<file path="config.mk">
export PLATFORM = sky130hd
export DESIGN_NAME = program_launcher
export DESIGN_NICKNAME = d
export VERILOG_FILES = /design/src/rtl/program_launcher.sv
export SDC_FILE = /design/constraint.sdc
export NUM_CORES = 1
export LEC_CHECK = 0
export CAP_MARGIN = 20
export CORE_ASPECT_RATIO = 0.6
export CORE_MARGIN = 4
export CORE_UTILIZATION = 53
export DETAILED_ROUTE_END_ITERATION = 12
export PLACE_DENSITY = 0.77
export SYNTH_ARGS = -nofsm -noshare
export SYNTH_HDL_FRONTEND = slang
export SYNTH_SLANG_ARGS = --single-unit
export TNS_END_PERCENT = 50
</file>
<file path="constraint.sdc">
create_clock -name clk -period 3.9 [get_ports clk]
set_input_delay 0.975 -clock clk [delete_from_list [all_inputs] [get_ports clk]]
set_output_delay 0.975 -clock clk [all_outputs]
set_load 0.02 [all_outputs]
</file>
<file path="src/rtl/program_launcher.sv">
// program_launcher: sequences start/done handshakes for NUM_PROGRAMS programs.
// Optional macro PROGRAM_LAUNCHER_DONE_SYNC_EN adds a 2-flop done synchronizer.
module program_launcher #(
    parameter int NUM_PROGRAMS = 3,
    parameter int START_HOLD   = 2,
    parameter int TIMEOUT      = 1000000,
    parameter int CNT_W        = 32
) (
    input  logic             clk,
    input  logic             reset,
    input  logic             go,
    input  logic             done,
    output logic             start,
    output logic [1:0]       prog_idx,
    output logic             busy,
    output logic             result_valid,
    output logic [1:0]       result_idx,
    output logic [CNT_W-1:0] result_cycles,
    output logic             all_done,
    output logic             timeout_err
);

    typedef enum logic [2:0] {
        S_IDLE, S_ASSERT, S_RUN, S_RECORD, S_FINISH, S_ERROR
    } state_t;

    localparam int HW = $clog2(START_HOLD + 1);
    localparam logic [HW-1:0] LP_HOLD_LAST = HW'(START_HOLD - 1);
    localparam logic [1:0]    LP_LAST_PROG = 2'(NUM_PROGRAMS - 1);
    localparam logic [63:0]   LP_TO_LAST   = 64'(TIMEOUT - 1);

    state_t           r_state;
    state_t           w_next;
    logic [HW-1:0]    r_hold_cnt;
    logic [CNT_W-1:0] r_run_cnt;
    logic [1:0]       r_prog_idx;
    logic [CNT_W-1:0] r_result_cycles;
    logic             r_all_done;
    logic             r_timeout_err;
    logic             w_done;
    logic             w_go_ok;
    logic             w_timeout;
    logic             w_last;

`ifdef PROGRAM_LAUNCHER_DONE_SYNC_EN
    logic [1:0] r_done_sync;

    // Two-flop synchronizer for a done arriving from another clock domain
    always_ff @(posedge clk or posedge reset) begin
        if (reset) r_done_sync <= 2'b00;
        else       r_done_sync <= {r_done_sync[0], done};
    end

    assign w_done = r_done_sync[1];
`else
    assign w_done = done;
`endif

    assign w_go_ok = go && (r_state == S_IDLE ||
                            r_state == S_FINISH ||
                            r_state == S_ERROR);
    assign w_timeout = (64'(r_run_cnt) == LP_TO_LAST);
    assign w_last    = (r_prog_idx == LP_LAST_PROG);

    // State register
    always_ff @(posedge clk or posedge reset) begin
        if (reset) r_state <= S_IDLE;
        else       r_state <= w_next;
    end

    // Next-state logic; done beats timeout in the same cycle
    always_comb begin
        w_next = r_state;
        unique case (r_state)
            S_IDLE, S_FINISH, S_ERROR:
                if (go) w_next = S_ASSERT;
            S_ASSERT:
                if (r_hold_cnt >= LP_HOLD_LAST) w_next = S_RUN;
            S_RUN:
                if (w_done)         w_next = S_RECORD;
                else if (w_timeout) w_next = S_ERROR;
            S_RECORD:
                w_next = w_last ? S_FINISH : S_ASSERT;
            default:
                w_next = S_IDLE;
        endcase
    end

    // Outputs; reset forces start high without waiting for a clock
    always_comb begin
        start        = 1'b1;
        busy         = 1'b0;
        result_valid = 1'b0;
        if (r_state == S_RUN && !reset) start = 1'b0;
        if (r_state == S_ASSERT || r_state == S_RUN ||
            r_state == S_RECORD) busy = 1'b1;
        if (r_state == S_RECORD) result_valid = 1'b1;
    end

    // Counters, program index, captured result and sticky flags
    always_ff @(posedge clk or posedge reset) begin
        if (reset) begin
            r_hold_cnt      <= '0;
            r_run_cnt       <= '0;
            r_prog_idx      <= '0;
            r_result_cycles <= '0;
            r_all_done      <= 1'b0;
            r_timeout_err   <= 1'b0;
        end else begin
            if (w_go_ok) begin
                r_hold_cnt    <= '0;
                r_prog_idx    <= '0;
                r_all_done    <= 1'b0;
                r_timeout_err <= 1'b0;
            end
            if (r_state == S_ASSERT) begin
                r_run_cnt <= '0;
                if (r_hold_cnt != LP_HOLD_LAST) r_hold_cnt <= r_hold_cnt + 1'b1;
            end
            if (r_state == S_RUN) begin
                if (w_done) begin
                    r_result_cycles <= r_run_cnt;
                end else begin
                    if (!(&r_run_cnt)) r_run_cnt <= r_run_cnt + 1'b1;
                    if (w_timeout) r_timeout_err <= 1'b1;
                end
            end
            if (r_state == S_RECORD) begin
                // RECORD itself is the first start-high hold cycle
                r_hold_cnt <= HW'(1);
                if (w_last) r_all_done <= 1'b1;
                else        r_prog_idx <= r_prog_idx + 1'b1;
            end
        end
    end

    assign prog_idx      = r_prog_idx;
    assign result_idx    = r_prog_idx;
    assign result_cycles = r_result_cycles;
    assign all_done      = r_all_done;
    assign timeout_err   = r_timeout_err;

endmodule

</file>
==> flow_metrics.env, run 1 <==
export IMPL_vias=2790
export IMPL_dieWidth_um=114
export IMPL_syn_inst=335
export IMPL_synth_avg_cell_area_um2=10.7
export IMPL_cts_inserted_buffers=9
export IMPL_antenna_found_initial=0
export IMPL_grt_pass1_wl_um=13500
export IMPL_dr_pass1_iters=5
export IMPL_synth_seq_area_share_pct=50.8
export IMPL_holdWs_ns=0.502
export IMPL_layout_min_cycle_time_ns=3.24
export IMPL_worstPathRequired_ns=2.92
export IMPL_crit_path_end_kind="output port"
export IMPL_routed_wl_um=8080
export IMPL_start_util_pct=56.8
export IMPL_cp_start_kind="input pin"
export IMPL_die_area_um2=8200
export IMPL_leakage_nw=1.97
export IMPL_final_hold_viol_count=0
export IMPL_fmax_mhz=309
export IMPL_ctsLongestPathBuffers=2
export IMPL_status="complete, no violations"
export IMPL_htree_levels=3
export IMPL_r2r_slack_ns=1.20
export IMPL_worstReg2RegEnd="r_run_cnt[12]$_DFF_PP0_"
export IMPL_syn_num_nets=340
export IMPL_r2r_start="r_run_cnt[0]$_DFF_PP0_"
export IMPL_cts_tree="yes"
export IMPL_vias_per_cell=6.03
export IMPL_register_area_um2=1830
export IMPL_gp_congestion=0.822
export IMPL_cts_num_sinks=73
export IMPL_vdd_ir_drop_max_uv=475
export IMPL_holdPathStages=1
export IMPL_postRouteAntennaNets=0
export IMPL_ios=45
export IMPL_worstSetupPathType="input pin to output port"
export IMPL_worst_hold_path_endpoint="timeout_err$_DFF_PP0_"
export IMPL_final_setup_tns_ns=0
export IMPL_worstSkewPairLatency_ns=0.33
export IMPL_first_global_vias=2637
export IMPL_syn_area_um2=3590
export IMPL_hp_class="register to register"
export IMPL_critPathArrivalTime_ns=2.26
export IMPL_worstPathMaxFanout=2
export IMPL_synth_edf_count=0
export IMPL_startpoint="reset"
export IMPL_port_buffers=44
export IMPL_hold_buffers=0
export IMPL_synth_seq_cells=73
export IMPL_synthDistinctLibCells=44
export IMPL_tightest_slew_ns=0.919
export IMPL_total_power_w=0.00226
export IMPL_cap_violations=0
export IMPL_reg2reg_depth=8
export IMPL_drc=0
export IMPL_rows=22
export IMPL_grt_max_degree=74
export IMPL_die_h_um=71.8
export IMPL_drtIter0Drc=291
export IMPL_wire_per_inst_um=17.5
export IMPL_yosysWarnings=0
export IMPL_coreArea_um2=6330
export IMPL_grt_setup_unrepaired="no"
export IMPL_ctsResizeCount=0
export IMPL_fin_skew_ns=0.00469
export IMPL_report_final_slew_viol_count=0
export IMPL_setup_viol=0
export IMPL_track_usage_pct=21.2
export IMPL_grt_ovfl_total=0
export IMPL_nNetsFinal=379
export IMPL_fin_crit_sh_pct=83.0
export IMPL_multi_input_area_um2=1620
export IMPL_clk_pin_slew_ns=0.05
export IMPL_cts_root_buf="clkbuf_16"
export IMPL_area_delta_synth_final_pct=21.1
export IMPL_dp_hpwl_um=5330
export IMPL_antenna_cells=0
export IMPL_num_fill_cells=500
export IMPL_p_per_area_nw_per_um2=520
export IMPL_maxSlewHeadroom_pct=38.7
export IMPL_ys_flop_type="dfrtp_1"
export IMPL_hold_path_startpoint="timeout_err$_DFF_PP0_"
export IMPL_async_reset_ff_share_pct=100
export IMPL_cts_setup_buffers=0
export IMPL_drive_gt1_share_pct=16.6
per-layer routing:
layer,part of all wire (%),routed length [µm],vias up,global-route usage (%)
met5,0,0,-,0
met4,1.1,87,0,7.77
met3,7.9,642,11,7.76
met2,43,3490,104,27.7
met1,48,3860,1343,31.7
li1,-,-,1332,-
final cells by class:
type / count / area share (%)
inverters: 4 / 0.431
well taps: 84 / 2.41
multi-input cells: 236 / 37.3
clock inverters: 2 / 0.230
repair buffers: 50 / 11.2
clock buffers: 14 / 6.52
flip-flops and latches: 73 / 42.0
worst max path at each step:
stage | to | slack (ns) | depth (start not counted)
6_report | start | 0.66 | 4
5_1_grt | start | 0.61 | 4
4_1_cts | start | 0.65 | 4
3_5_place_dp | start | 0.65 | 4
3_3_place_gp | start | 0.66 | 4
2_1_floorplan | start | 0.47 | 2
placed cells by master (no fill, tap or decap), types with 6 or more instances in the layout:
cell and instances:
dfrtp_1 73, clkdlybuf4s50_1 44, mux2_2 32, nand2_1 32, a31oi_1 28, a21oi_1 15
nand3_1 13, nor2_1 12, nand2b_1 10, and3_1 10, nor3_1 10, nand4_1 9
clkbuf_16 9, o21ai_0 8, a211o_1 6, buf_4 6
state kept, by name, indices dropped and copies added, names as in the netlist:
name,count
r_state,3
r_hold_cnt,2
r_run_cnt,32
all_done,1
timeout_err,1
result_cycles,32
prog_idx,2
cell families (layout without fill, tap and decap cells):
family	after synthesis	in the layout	share of synthesized area, %
AND/OR/NAND/NOR	124	124	19.6
AO/OA/AOI/OAI	77	77	14.6
flip-flops	73	73	50.8
multiplexers	34	34	10.6
buffers and inverters	26	70	4.00
adder cells (fa/ha/maj)	1	1	0.348
metrics by stage:
step	setup WS, ns	utilization, %	instance area (µm²)	cells
finish	0.664	68.8	4350	463
global route	0.612	68.8	4350	463
CTS	0.654	68.8	4350	463
detailed placement	0.649	64.1	4060	447
global placement	0.660	64.1	4060	447
floorplan	0.465	-	3600	335
critical path, cell delays in order:
cell             delay [ns]
clkdlybuf4s50_1        0.50
clkinvlp_4             0.11
nand2_1                0.06
clkdlybuf4s50_1        0.61
cells in the mapped netlist, types with 2 or more instances:
library cell	number	share of area, %
and3_1	10	1.7
nor2_1	12	1.3
and2_1	5	0.87
a41oi_1	2	0.49
dfrtp_1	73	51
clkbuf_1	4	0.42
mux2i_1	2	0.56
buf_2	13	1.8
a31oi_1	28	4.9
nand3_1	13	1.8
o21ba_2	2	0.56
o31a_1	2	0.49
nand2b_1	10	1.7
nor3_1	10	1.4
or3_1	3	0.52
nor4b_1	2	0.49
buf_6	3	0.94
nor4_1	4	0.70
inv_1	4	0.42
a211o_1	6	1.5
nor4_4	2	1.2
buf_4	2	0.42
nor2b_1	5	0.87
a21o_1	5	1.0
and4_1	3	0.73
nand2_1	32	3.3
a21oi_1	15	2.1
nand4_1	9	1.6
o21ai_0	8	1.1
mux2_2	32	10
power breakdown:
group          switching (W)  internal (W)  leakage, nW
Sequential         0.0000789      0.000818         1.01
Clock               0.000293      0.000498        0.149
Combinational       0.000342      0.000232        0.817
Note: power is estimated with default switching activity, not from simulation.
==> inputs of run 2 (changes only) <==
--- a/config.mk
+++ b/config.mk
@@ -8,9 +8,9 @@
 export CAP_MARGIN = 20
 export CORE_ASPECT_RATIO = 0.6
 export CORE_MARGIN = 4
-export CORE_UTILIZATION = 53
+export CORE_UTILIZATION = 50
 export DETAILED_ROUTE_END_ITERATION = 12
-export PLACE_DENSITY = 0.77
+export PLACE_DENSITY = 0.76
 export SYNTH_ARGS = -nofsm -noshare
 export SYNTH_HDL_FRONTEND = slang
 export SYNTH_SLANG_ARGS = --single-unit
==> constraint.sdc (replaced) <==
create_clock -name clk -period 2.61 [get_ports clk]
set_input_delay 0.6525 -clock clk [delete_from_list [all_inputs] [get_ports clk]]
set_output_delay 0.6525 -clock clk [all_outputs]
set_load 0.02 [all_outputs]
==> flow_metrics.env, run 2 (synthesis gave the netlist of run 1 again) <==
export IMPL_wire_per_inst_um=18.1
export IMPL_coreArea_um2=6820
export IMPL_grt_ovfl_total=0
export IMPL_die_area_um2=8650
export IMPL_dp_hpwl_um=5790
export IMPL_antenna_found_initial=0
export IMPL_cp_start_kind="register"
export IMPL_worstPathRequired_ns=1.96
export IMPL_final_hold_viol_count=0
export IMPL_drtIter0Drc=274
export IMPL_worstReg2RegEnd="r_run_cnt[30]$_DFF_PP0_"
export IMPL_vias_per_cell=6.10
export IMPL_track_usage_pct=21.5
export IMPL_ios=45
export IMPL_setup_viol=0
export IMPL_worstPathMaxFanout=5
export IMPL_critPathCapture="result_valid"
export IMPL_die_h_um=73.7
export IMPL_vdd_ir_drop_max_uv=422
export IMPL_nNetsFinal=388
export IMPL_routed_wl_um=8620
export IMPL_cap_violations=0
export IMPL_fin_crit_sh_pct=91.9
export IMPL_vias=2896
export IMPL_fmax_mhz=417
export IMPL_area_delta_synth_final_pct=24.1
export IMPL_clk_pin_slew_ns=0.05
export IMPL_p_per_area_nw_per_um2=789
export IMPL_cts_tree="yes"
export IMPL_hold_buffers=0
export IMPL_grt_setup_unrepaired="no"
export IMPL_cts_num_sinks=73
export IMPL_critPathArrivalTime_ns=1.75
export IMPL_htree_levels=3
export IMPL_cts_inserted_buffers=9
export IMPL_grt_pass1_wl_um=14700
export IMPL_antenna_cells=0
export IMPL_drive_gt1_share_pct=18.6
export IMPL_hp_class="register to register"
export IMPL_num_fill_cells=553
export IMPL_first_global_vias=2896
export IMPL_tightest_slew_ns=0.911
export IMPL_fin_skew_ns=0.00652
export IMPL_port_buffers=44
export IMPL_r2r_slack_ns=0.23
export IMPL_worstSetupPathType="register to output port"
export IMPL_report_final_slew_viol_count=0
export IMPL_rows=23
export IMPL_status="complete, no violations"
export IMPL_postRouteAntennaNets=0
export IMPL_reg2reg_depth=6
export IMPL_crit_path_end_kind="output port"
export IMPL_cts_root_buf="clkbuf_16"
export IMPL_gp_congestion=0.862
export IMPL_layout_min_cycle_time_ns=2.40
export IMPL_final_cell_mix="dfrtp_1 (73), clkdlybuf4s50_1 (43), mux2_2 (32)"
export IMPL_leakage_nw=2.03
export IMPL_dieWidth_um=117
export IMPL_ctsLongestPathBuffers=2
export IMPL_setup_ws_ns=0.212
export IMPL_grt_max_degree=74
export IMPL_maxSlewHeadroom_pct=39.3
export IMPL_final_setup_tns_ns=0
export IMPL_startpoint="r_state[0]$_DFFE_PP0P_"
export IMPL_r2r_start="r_run_cnt[21]$_DFF_PP0_"
export IMPL_start_util_pct=52.7
export IMPL_dr_pass1_iters=5
export IMPL_final_common_cell="dfrtp_1"
export IMPL_worstSkewPairLatency_ns=0.34
export IMPL_place_worst_setup_slack_ns=-0.00628
export IMPL_drc=0
[run 2: cell types whose count changed in the layout (fill, tap and decap cells not counted), sizes merged]
| cell | delta |
|---|---|
| buf | +9 |
| bufinv | +1 |
| clkdlybuf4s50 | -1 |
| clkinv | -1 |
| dlygate4sd2 | +1 |
[run 2: per-layer routing]
layer	wire length [µm]	vias to the layer above	share of wire [%]	global-route usage (%)
li1	-	1344	-	-
met2	3910	103	45	32.0
met3	571	10	6.6	7.00
met5	0	-	0	0
met4	79	0	0.92	7.67
met1	4060	1439	47	30.0
[run 2: worst min path at each step]
stage               cells past startpoint                       endpoint  slack [ns]                          start
global placement                        2             all_done$_DFF_PP0_        0.47             all_done$_DFF_PP0_
finish                                  2             all_done$_DFF_PP0_        0.48             all_done$_DFF_PP0_
detailed placement                      2             all_done$_DFF_PP0_        0.48             all_done$_DFF_PP0_
global route                            1  result_cycles[13]$_DFFE_PP0P_        0.53  result_cycles[13]$_DFFE_PP0P_
floorplan                               1        r_run_cnt[20]$_DFF_PP0_        0.47        r_run_cnt[20]$_DFF_PP0_
CTS                                     2             all_done$_DFF_PP0_        0.49             all_done$_DFF_PP0_
[run 2: power by group]
| group | switching [W] | internal [W] |
|---|---|---|
| combinational | 0.000552 | 0.000382 |
| clock | 0.000445 | 0.000817 |
| sequential | 0.0000969 | 0.00122 |
[run 2: layout make-up]
class	count	area [µm²]	area share (%)
repair buffers	59	564	12.7
multi-input cells	236	1630	36.6
well taps	87	109	2.44
flip-flops and latches	73	1830	41.0
clock buffers	14	274	6.15
inverters	4	18.8	0.421
clock inverters	2	35.0	0.786
[run 2: worst max-delay path: stages (launching register included)]
cell	delay, ns
dfrtp_1	0.41
nor2b_1	0.18
and2_1	0.20
clkdlybuf4s50_1	0.62
[run 2: what timing repair did]
item	4_1_cts	5_1_grt
setup endpoints to repair	1	0
setup buffers	0	0
endpoints found under the hold margin	0	0
resized for setup	1	0
[run 2: stage by stage]
step / power, W / util [%] / hold WS, ns / cell area (µm²) / std cells
floorplan: 0.00194 / - / 0.467 / 3600 / 335
global placement: 0.00224 / 60.9 / 0.472 / 4150 / 459
detailed placement: 0.00226 / 60.9 / 0.478 / 4150 / 459
CTS: 0.00354 / 65.4 / 0.489 / 4460 / 475
global route: 0.00368 / 65.4 / 0.528 / 4460 / 475
finish: 0.00352 / 65.4 / 0.485 / 4460 / 475
